<file path="config.mk">
export PLATFORM = sky130hd
export DESIGN_NAME = rwg_weight_loader_flat
export DESIGN_NICKNAME = d
export VERILOG_FILES = /design/src/rtl/rwg_weight_loader_if.sv /design/src/rtl/rwg_weight_loader.sv /design/src/flat_wrapper.sv
export SDC_FILE = /design/constraint.sdc
export NUM_CORES = 1
export LEC_CHECK = 0
export ABC_AREA = 1
export CAP_MARGIN = 20
export CORE_MARGIN = 4
export CORE_UTILIZATION = 40
export DETAILED_ROUTE_END_ITERATION = 12
export PLACE_DENSITY_LB_ADDON = 0.08
export SETUP_SLACK_MARGIN = 0.02
export SKIP_LAST_GASP = 1
export SYNTH_ARGS = -nofsm -noshare
export SYNTH_HDL_FRONTEND = slang
export SYNTH_SLANG_ARGS = --single-unit
</file>
<file path="constraint.sdc">
create_clock -name clk2 -period 7.6 [get_ports clk2]
set_clock_uncertainty 0.2 [all_clocks]
set_input_delay 1.52 -clock clk2 [delete_from_list [all_inputs] [get_ports clk2]]
set_output_delay 1.52 -clock clk2 [all_outputs]
set_load 0.05 [all_outputs]
</file>
<file path="src/rtl/rwg_weight_loader_if.sv">
// ============================================================================
// Module      : rwg_weight_loader_if
// Description : Control, rwg-side and buffer read-port bundle for the loader.
// Revision    : 1.0 - initial release
// ============================================================================
`default_nettype none

interface rwg_weight_loader_if #(
  parameter int NUM_GEN = 12,
  parameter int WIDTH   = 11,
  parameter int ADDR_W  = 6
);
  logic               start;
  logic               busy;
  logic               done;
  logic               weights_ready;
  logic [NUM_GEN-1:0] en_lfsr;
  logic [WIDTH-1:0]   lfsr_random;
  logic               wt_valid;
  logic [WIDTH-1:0]   wt_data;
  logic [ADDR_W-1:0]  wt_index;
  logic               rd_en;
  logic [ADDR_W-1:0]  rd_addr;
  logic [WIDTH-1:0]   rd_data;
  logic               rd_valid;

  // Master is the controlling side (datapath plus rwg), slave is the loader.
  modport master (
    output start, lfsr_random, rd_en, rd_addr,
    input  busy, done, weights_ready, en_lfsr,
    input  wt_valid, wt_data, wt_index, rd_data, rd_valid
  );

  modport slave (
    input  start, lfsr_random, rd_en, rd_addr,
    output busy, done, weights_ready, en_lfsr,
    output wt_valid, wt_data, wt_index, rd_data, rd_valid
  );
endinterface

`default_nettype wire

</file>
<file path="src/rtl/rwg_weight_loader.sv">
// ============================================================================
// Module      : rwg_weight_loader
// Description : Seeds/runs each rwg LFSR, captures weights into a buffer,
//               and serves the buffer through a registered read port.
// Revision    : 1.0 - initial release
// ============================================================================
`default_nettype none

module rwg_weight_loader #(
  parameter int NUM_GEN    = 12,
  parameter int WIDTH      = 11,
  parameter int RUN_CYCLES = 12,
  parameter int NUM_ROUNDS = 5,
  parameter int ADDR_W     = 6
) (
  input  wire logic         clk2,
  input  wire logic         rst,
  rwg_weight_loader_if.slave bus
);

  localparam int c_total   = NUM_GEN * NUM_ROUNDS;
  localparam int c_depth   = 1 << ADDR_W;
  localparam int c_gen_w   = (NUM_GEN > 1)    ? $clog2(NUM_GEN)        : 1;
  localparam int c_run_w   = $clog2(RUN_CYCLES + 1);
  localparam int c_round_w = (NUM_ROUNDS > 1) ? $clog2(NUM_ROUNDS)     : 1;

  localparam logic [1:0] c_st_idle = 2'd0;
  localparam logic [1:0] c_st_seed = 2'd1;
  localparam logic [1:0] c_st_run  = 2'd2;
  localparam logic [1:0] c_st_done = 2'd3;

  localparam logic [c_gen_w-1:0]   c_gen_last   = c_gen_w'(NUM_GEN - 1);
  localparam logic [c_gen_w-1:0]   c_gen_one    = c_gen_w'(1);
  localparam logic [c_run_w-1:0]   c_run_last   = c_run_w'(RUN_CYCLES - 1);
  localparam logic [c_run_w-1:0]   c_run_one    = c_run_w'(1);
  localparam logic [c_round_w-1:0] c_round_last = c_round_w'(NUM_ROUNDS - 1);
  localparam logic [c_round_w-1:0] c_round_one  = c_round_w'(1);
  localparam logic [ADDR_W:0]      c_total_p    = (ADDR_W + 1)'(c_total);
  localparam logic [ADDR_W:0]      c_ptr_one    = (ADDR_W + 1)'(1);

  logic [1:0]           r_state;
  logic [c_gen_w-1:0]   r_gen;
  logic [c_run_w-1:0]   r_run_cnt;
  logic [c_round_w-1:0] r_round;
  // One extra bit so the pointer can rest at c_total without wrapping.
  logic [ADDR_W:0]      r_wr_ptr;
  logic                 r_weights_ready;
  logic                 r_wt_valid;
  logic [WIDTH-1:0]     r_wt_data;
  logic [ADDR_W-1:0]    r_wt_index;
  logic [WIDTH-1:0]     r_rd_data;
  logic                 r_rd_valid;
  logic [WIDTH-1:0]     r_mem [0:c_depth-1];

  logic                 w_capture;
  logic                 w_wr_ok;
  logic                 w_rd_in_range;
  logic [NUM_GEN-1:0]   w_en_lfsr;

  assign w_capture     = (r_state == c_st_run) && (r_run_cnt == c_run_last);
  assign w_wr_ok       = (r_wr_ptr < c_total_p);
  assign w_rd_in_range = ({1'b0, bus.rd_addr} < c_total_p);

  // Only the generator being seeded sees its enable low.
  always_comb begin
    w_en_lfsr = '1;
    if (r_state == c_st_seed) begin
      w_en_lfsr[r_gen] = 1'b0;
    end
  end

  always_ff @(posedge clk2) begin
    if (rst) begin
      r_state         <= c_st_idle;
      r_gen           <= '0;
      r_run_cnt       <= '0;
      r_round         <= '0;
      r_wr_ptr        <= '0;
      r_weights_ready <= 1'b0;
      r_wt_valid      <= 1'b0;
      r_wt_data       <= '0;
      r_wt_index      <= '0;
    end else begin
      r_wt_valid <= 1'b0;
      case (r_state)
        c_st_idle: begin
          if (bus.start) begin
            r_state         <= c_st_seed;
            r_gen           <= '0;
            r_round         <= '0;
            r_run_cnt       <= '0;
            r_wr_ptr        <= '0;
            r_weights_ready <= 1'b0;
          end
        end
        c_st_seed: begin
          r_state   <= c_st_run;
          r_run_cnt <= '0;
        end
        c_st_run: begin
          r_run_cnt <= r_run_cnt + c_run_one;
          if (w_capture) begin
            r_wt_valid <= 1'b1;
            r_wt_data  <= bus.lfsr_random;
            r_wt_index <= r_wr_ptr[ADDR_W-1:0];
            if (w_wr_ok) begin
              r_wr_ptr <= r_wr_ptr + c_ptr_one;
            end
            if (r_gen != c_gen_last) begin
              r_gen   <= r_gen + c_gen_one;
              r_state <= c_st_seed;
            end else begin
              r_gen <= '0;
              if (r_round != c_round_last) begin
                r_round <= r_round + c_round_one;
                r_state <= c_st_seed;
              end else begin
                r_state         <= c_st_done;
                r_weights_ready <= 1'b1;
              end
            end
          end
        end
        c_st_done: begin
          r_state <= c_st_idle;
        end
        default: begin
          r_state <= c_st_idle;
        end
      endcase
    end
  end

  // Buffer storage is deliberately not reset so a partial load survives rst.
  always_ff @(posedge clk2) begin
    if (w_capture && w_wr_ok) begin
      r_mem[r_wr_ptr[ADDR_W-1:0]] <= bus.lfsr_random;
    end
  end

  always_ff @(posedge clk2) begin
    if (rst) begin
      r_rd_data  <= '0;
      r_rd_valid <= 1'b0;
    end else begin
      r_rd_valid <= bus.rd_en;
      r_rd_data  <= w_rd_in_range ? r_mem[bus.rd_addr] : '0;
    end
  end

  assign bus.busy          = (r_state != c_st_idle);
  assign bus.done          = (r_state == c_st_done);
  assign bus.weights_ready = r_weights_ready;
  assign bus.en_lfsr       = w_en_lfsr;
  assign bus.wt_valid      = r_wt_valid;
  assign bus.wt_data       = r_wt_data;
  assign bus.wt_index      = r_wt_index;
  assign bus.rd_data       = r_rd_data;
  assign bus.rd_valid      = r_rd_valid;

endmodule

`default_nettype wire
</file>
<file path="src/flat_wrapper.sv">
// flat-port wrapper written by rule: the top's interface ports become plain ports
module rwg_weight_loader_flat 
#(
  parameter int NUM_GEN    = 12,
  parameter int WIDTH      = 11,
  parameter int RUN_CYCLES = 12,
  parameter int NUM_ROUNDS = 5,
  parameter int ADDR_W     = 6
)
  (clk2, rst, bus_start, bus_lfsr_random, bus_rd_en, bus_rd_addr, bus_busy, bus_done, bus_weights_ready, bus_en_lfsr, bus_wt_valid, bus_wt_data, bus_wt_index, bus_rd_data, bus_rd_valid);
  rwg_weight_loader_if #(.NUM_GEN(NUM_GEN), .WIDTH(WIDTH), .ADDR_W(ADDR_W)) bus_i ();
  input  wire logic clk2;
  input  wire logic rst;
  input wire logic [$bits(bus_i.start)-1:0] bus_start;
  input wire logic [$bits(bus_i.lfsr_random)-1:0] bus_lfsr_random;
  input wire logic [$bits(bus_i.rd_en)-1:0] bus_rd_en;
  input wire logic [$bits(bus_i.rd_addr)-1:0] bus_rd_addr;
  output wire logic [$bits(bus_i.busy)-1:0] bus_busy;
  output wire logic [$bits(bus_i.done)-1:0] bus_done;
  output wire logic [$bits(bus_i.weights_ready)-1:0] bus_weights_ready;
  output wire logic [$bits(bus_i.en_lfsr)-1:0] bus_en_lfsr;
  output wire logic [$bits(bus_i.wt_valid)-1:0] bus_wt_valid;
  output wire logic [$bits(bus_i.wt_data)-1:0] bus_wt_data;
  output wire logic [$bits(bus_i.wt_index)-1:0] bus_wt_index;
  output wire logic [$bits(bus_i.rd_data)-1:0] bus_rd_data;
  output wire logic [$bits(bus_i.rd_valid)-1:0] bus_rd_valid;
  assign bus_i.start = bus_start;
  assign bus_i.lfsr_random = bus_lfsr_random;
  assign bus_i.rd_en = bus_rd_en;
  assign bus_i.rd_addr = bus_rd_addr;
  assign bus_busy = bus_i.busy;
  assign bus_done = bus_i.done;
  assign bus_weights_ready = bus_i.weights_ready;
  assign bus_en_lfsr = bus_i.en_lfsr;
  assign bus_wt_valid = bus_i.wt_valid;
  assign bus_wt_data = bus_i.wt_data;
  assign bus_wt_index = bus_i.wt_index;
  assign bus_rd_data = bus_i.rd_data;
  assign bus_rd_valid = bus_i.rd_valid;
  rwg_weight_loader #(.NUM_GEN(NUM_GEN), .WIDTH(WIDTH), .RUN_CYCLES(RUN_CYCLES), .NUM_ROUNDS(NUM_ROUNDS), .ADDR_W(ADDR_W)) u_core (.clk2(clk2), .rst(rst), .bus(bus_i));
endmodule
</file>
==> results.yml <==
layout:
  synthToLayoutAreaGrowth_pct: 14.6
  final_cell_area_um2: 36400
  fin_nets: 3216
  layout-drive-gt1-share_pct: 6.40
pwr:
  p_sw_uw: 2080
  power.leakage_uw: 0.0145
  power.density_nw_per_um2: 250
  p_int_uw: 7010
  pwr-share-seq_pct: 50.5
  pwr-share-comb_pct: 6.5
  vdd_drop_max_mv: 0.145
  power.total_uw: 9090
  clockPowerShare_pct: 43.0
  switching_share_pct: 22.9
route:
  drt_iter0_markers: 1665
  via_count: 21400
  wl_um: 89800
  routedWlPerCell_um: 20.9
  antenna_left: 0
  first_pass_iters: 6
  viasPerCell: 4.97
  drc: 0
logic_synthesis:
  synthArstFlopShare_pct: 0
  synth_edf_count: 704
  avgSynthCellArea_um2: 10.3
  synth.largest_area_cell: "edfxtp_1"
  synth_top_area_share_pct: 66.5
  ys_types: 31
  ys_seq_area_share_pct: 69.8
  synthTopCellsByArea: "edfxtp_1 67%, nand2_1 13%, nand3_1 5.0%"
  syn_inst: 3081
  yosysWarnings: 0
  yosysMostFrequentCell: "nand2_1"
  synthTopCellsByCount: "1086 x nand2_1, 704 x edfxtp_1, 316 x nand3_1"
  synthesis.area_um2: 31800
  synthFlopType: "edfxtp_1"
  ys_ff_latch: 755
global_routing:
  grt_pass1_vias: 20400
  antenna_found_initial: 4
  grt_usage_pct: 20.9
  overflow: 0
  grt_pass1_wl_um: 133000
  grt_max_degree: 167
setup_path:
  cp.arrival_ns: 4.47
  critPathMaxStageDelay_ns: 1.18
  r2r-start: "u_core.r_state[1]"
  crit_required_ns: 7.62
  cp-start-kind: "register"
  cp-end-kind: "register"
  crit_buf_inv: 3
  crit_family: "simple AND/OR/NAND/NOR gates"
  r2r_cells: 8
  crit_type: "register to register"
  regToRegSetupSlack_ns: 3.15
  cp_cell_sequence: "inv_2, nor2_4, inv_2, nor2_4, inv_2, nor3_4, nand3_1, nor2_1"
  path_max_fanout: 24
  critPathSlowestCell: "nor2_1"
  crit_path_frequent_cell: "inv_2"
  timing.rr.end: "u_core.r_mem[12][5]"
place:
  dpl-instance-area_um2: 33500
  dp_hpwl_um: 50200
  io_buffers: 65
  pre_cts_slack_ns: 2.96
  gp_congestion: 0.814
clock_network:
  cts_setup_buffers: 0
  clk_latency_ns: 0.61
  numCtsBuffers: 84
  cts_tree: "done"
  clockBufferDepth: 3
  cts_sinks: 755
  hold_buffers: 0
  root_buffer: "clkbuf_16"
  htree_levels: 3
  path_clk_slew_ns: 0.06
  cts_resized: 0
run:
  max_cap_violations: 0
floorplan:
  start_util_pct: 40.3
  ioPinCount: 66
  die-width_um: 290
  core_area_um2: 78900
  die_area_um2: 84000
  rows: 103
  die_y_um: 290
sta:
  setup_violations: 0
  timing.fmax_mhz: 225
  finalCritPeriodShare_pct: 58.6
  hold_viol: 0
  rsz0062_at_grt: "no"
  tightest_slew_ns: 1.11
  drv_slew: 0
  slew_headroom_pct: 25.6
  fin_crit_ns: 4.45
  tns_ns: 0
  timing.hold.ws_ns: 0.262
  setup_ws_ns: 3.15
hold_path:
  worstHoldEndpoint: "u_core.r_wr_ptr[6]"
  hold-path-cell-count: 2
  hold_path.class: "register to register"
  worstHoldStart: "u_core.r_wr_ptr[6]"
status:
  status: "complete, no violations"
-- power groups by stage --
stage / logic (uW) / clock network [uW] / registers, uW
after floorplan: 319 / 0 / 4690
after global placement: 591 / 0 / 4680
after detailed placement: 594 / 0 / 4680
after CTS: 596 / 3980 / 4590
after global routing: 652 / 4180 / 4590
final: 588 / 3910 / 4590
-- cells in the final DEF (no fill, tap or decap), drive strengths merged, types with 2 or more instances in the layout --
master,netlist,final
a211oi,4,4
a21oi,32,32
a32o,2,2
buf,93,75
bufinv,0,4
clkbuf,58,118
clkdlybuf4s50,0,51
clkinv,1,29
conb,1,44
dfxtp,51,51
diode,0,2
edfxtp,704,704
ha,8,8
inv,285,287
nand2,1087,1087
nand3,319,319
nand4,4,4
nor2,316,316
nor3,8,8
nor3b,2,2
o21ai,101,101
or2,2,2
-- through the flow --
step,util [%],std cells
2_1_floorplan,-,3124
6_report,46.2,4304
4_1_cts,45.9,4276
3_5_place_dp,42.5,4125
3_3_place_gp,42.4,4115
5_1_grt,46.1,4302
-- layout make-up --
class	instances	area (um2)
fill	7380	42500
sequential	755	22200
multi-input combinational	1932	8030
clock buffer	116	2370
tap	1050	1310
timing repair buffer	128	1170
inverter	286	1080
clock inverter	35	263
antenna	2	5.00
-- worst register-to-register path: cells and delay by family (launching register included) --
family                 cells  cell delay, ns
DFF                        1            0.50
buffers and inverters      3            0.49
and+or+nand+nor            5            2.88
-- routing by layer --
| metal | wire length (um) | share of wire (%) | global-route usage [%] | up-vias |
|---|---|---|---|---|
| met5 | 0 | 0 | 0 | - |
| met4 | 1990 | 2.2 | 5.82 | 0 |
| met3 | 6010 | 6.7 | 4.41 | 113 |
| met2 | 40800 | 45 | 32.8 | 541 |
| met1 | 41000 | 46 | 29.8 | 10400 |
| li1 | - | - | - | 10300 |
-- worst max-delay path by stage --
stage | startpoint | end | slack (ns) | depth (start not counted)
2_1_floorplan | u_core.r_state[0] | bus_en_lfsr[10] | 4.50 | 4
3_3_place_gp | bus_rd_addr[0] | u_core.bus.rd_data[0] | 2.93 | 13
3_5_place_dp | bus_rd_addr[0] | u_core.bus.rd_data[0] | 2.96 | 13
4_1_cts | u_core.r_state[1] | u_core.r_mem[4][7] | 3.14 | 8
5_1_grt | u_core.r_state[1] | u_core.r_mem[36][5] | 2.94 | 8
6_report | u_core.r_state[1] | u_core.r_mem[12][5] | 3.15 | 8
-- flip-flops by register name, indices dropped and copies added, names as in the netlist --
register / flops
u_core.r_wr_ptr: 7
u_core.r_gen: 4
u_core.bus.wt_data: 11
u_core.bus.wt_index: 6
u_core.bus.weights_ready: 1
u_core.bus.rd_data: 11
u_core.r_state: 2
u_core.bus.wt_valid: 1
u_core.r_round: 3
u_core.r_run_cnt: 4
u_core.bus.rd_valid: 1
u_core.r_mem: 704
-- cells by family after synthesis --
kind of cell | share of synthesized area (%)
AND/OR/NAND/NOR | 22.1
flip-flops | 69.8
buffers and inverters | 5.48
AO/OA/AOI/OAI | 2.28
adder cells (fa/ha/maj) | 0.315
XOR/XNOR | 0.0276
other | 0.0118
Note: power is estimated with default switching activity, not from simulation.
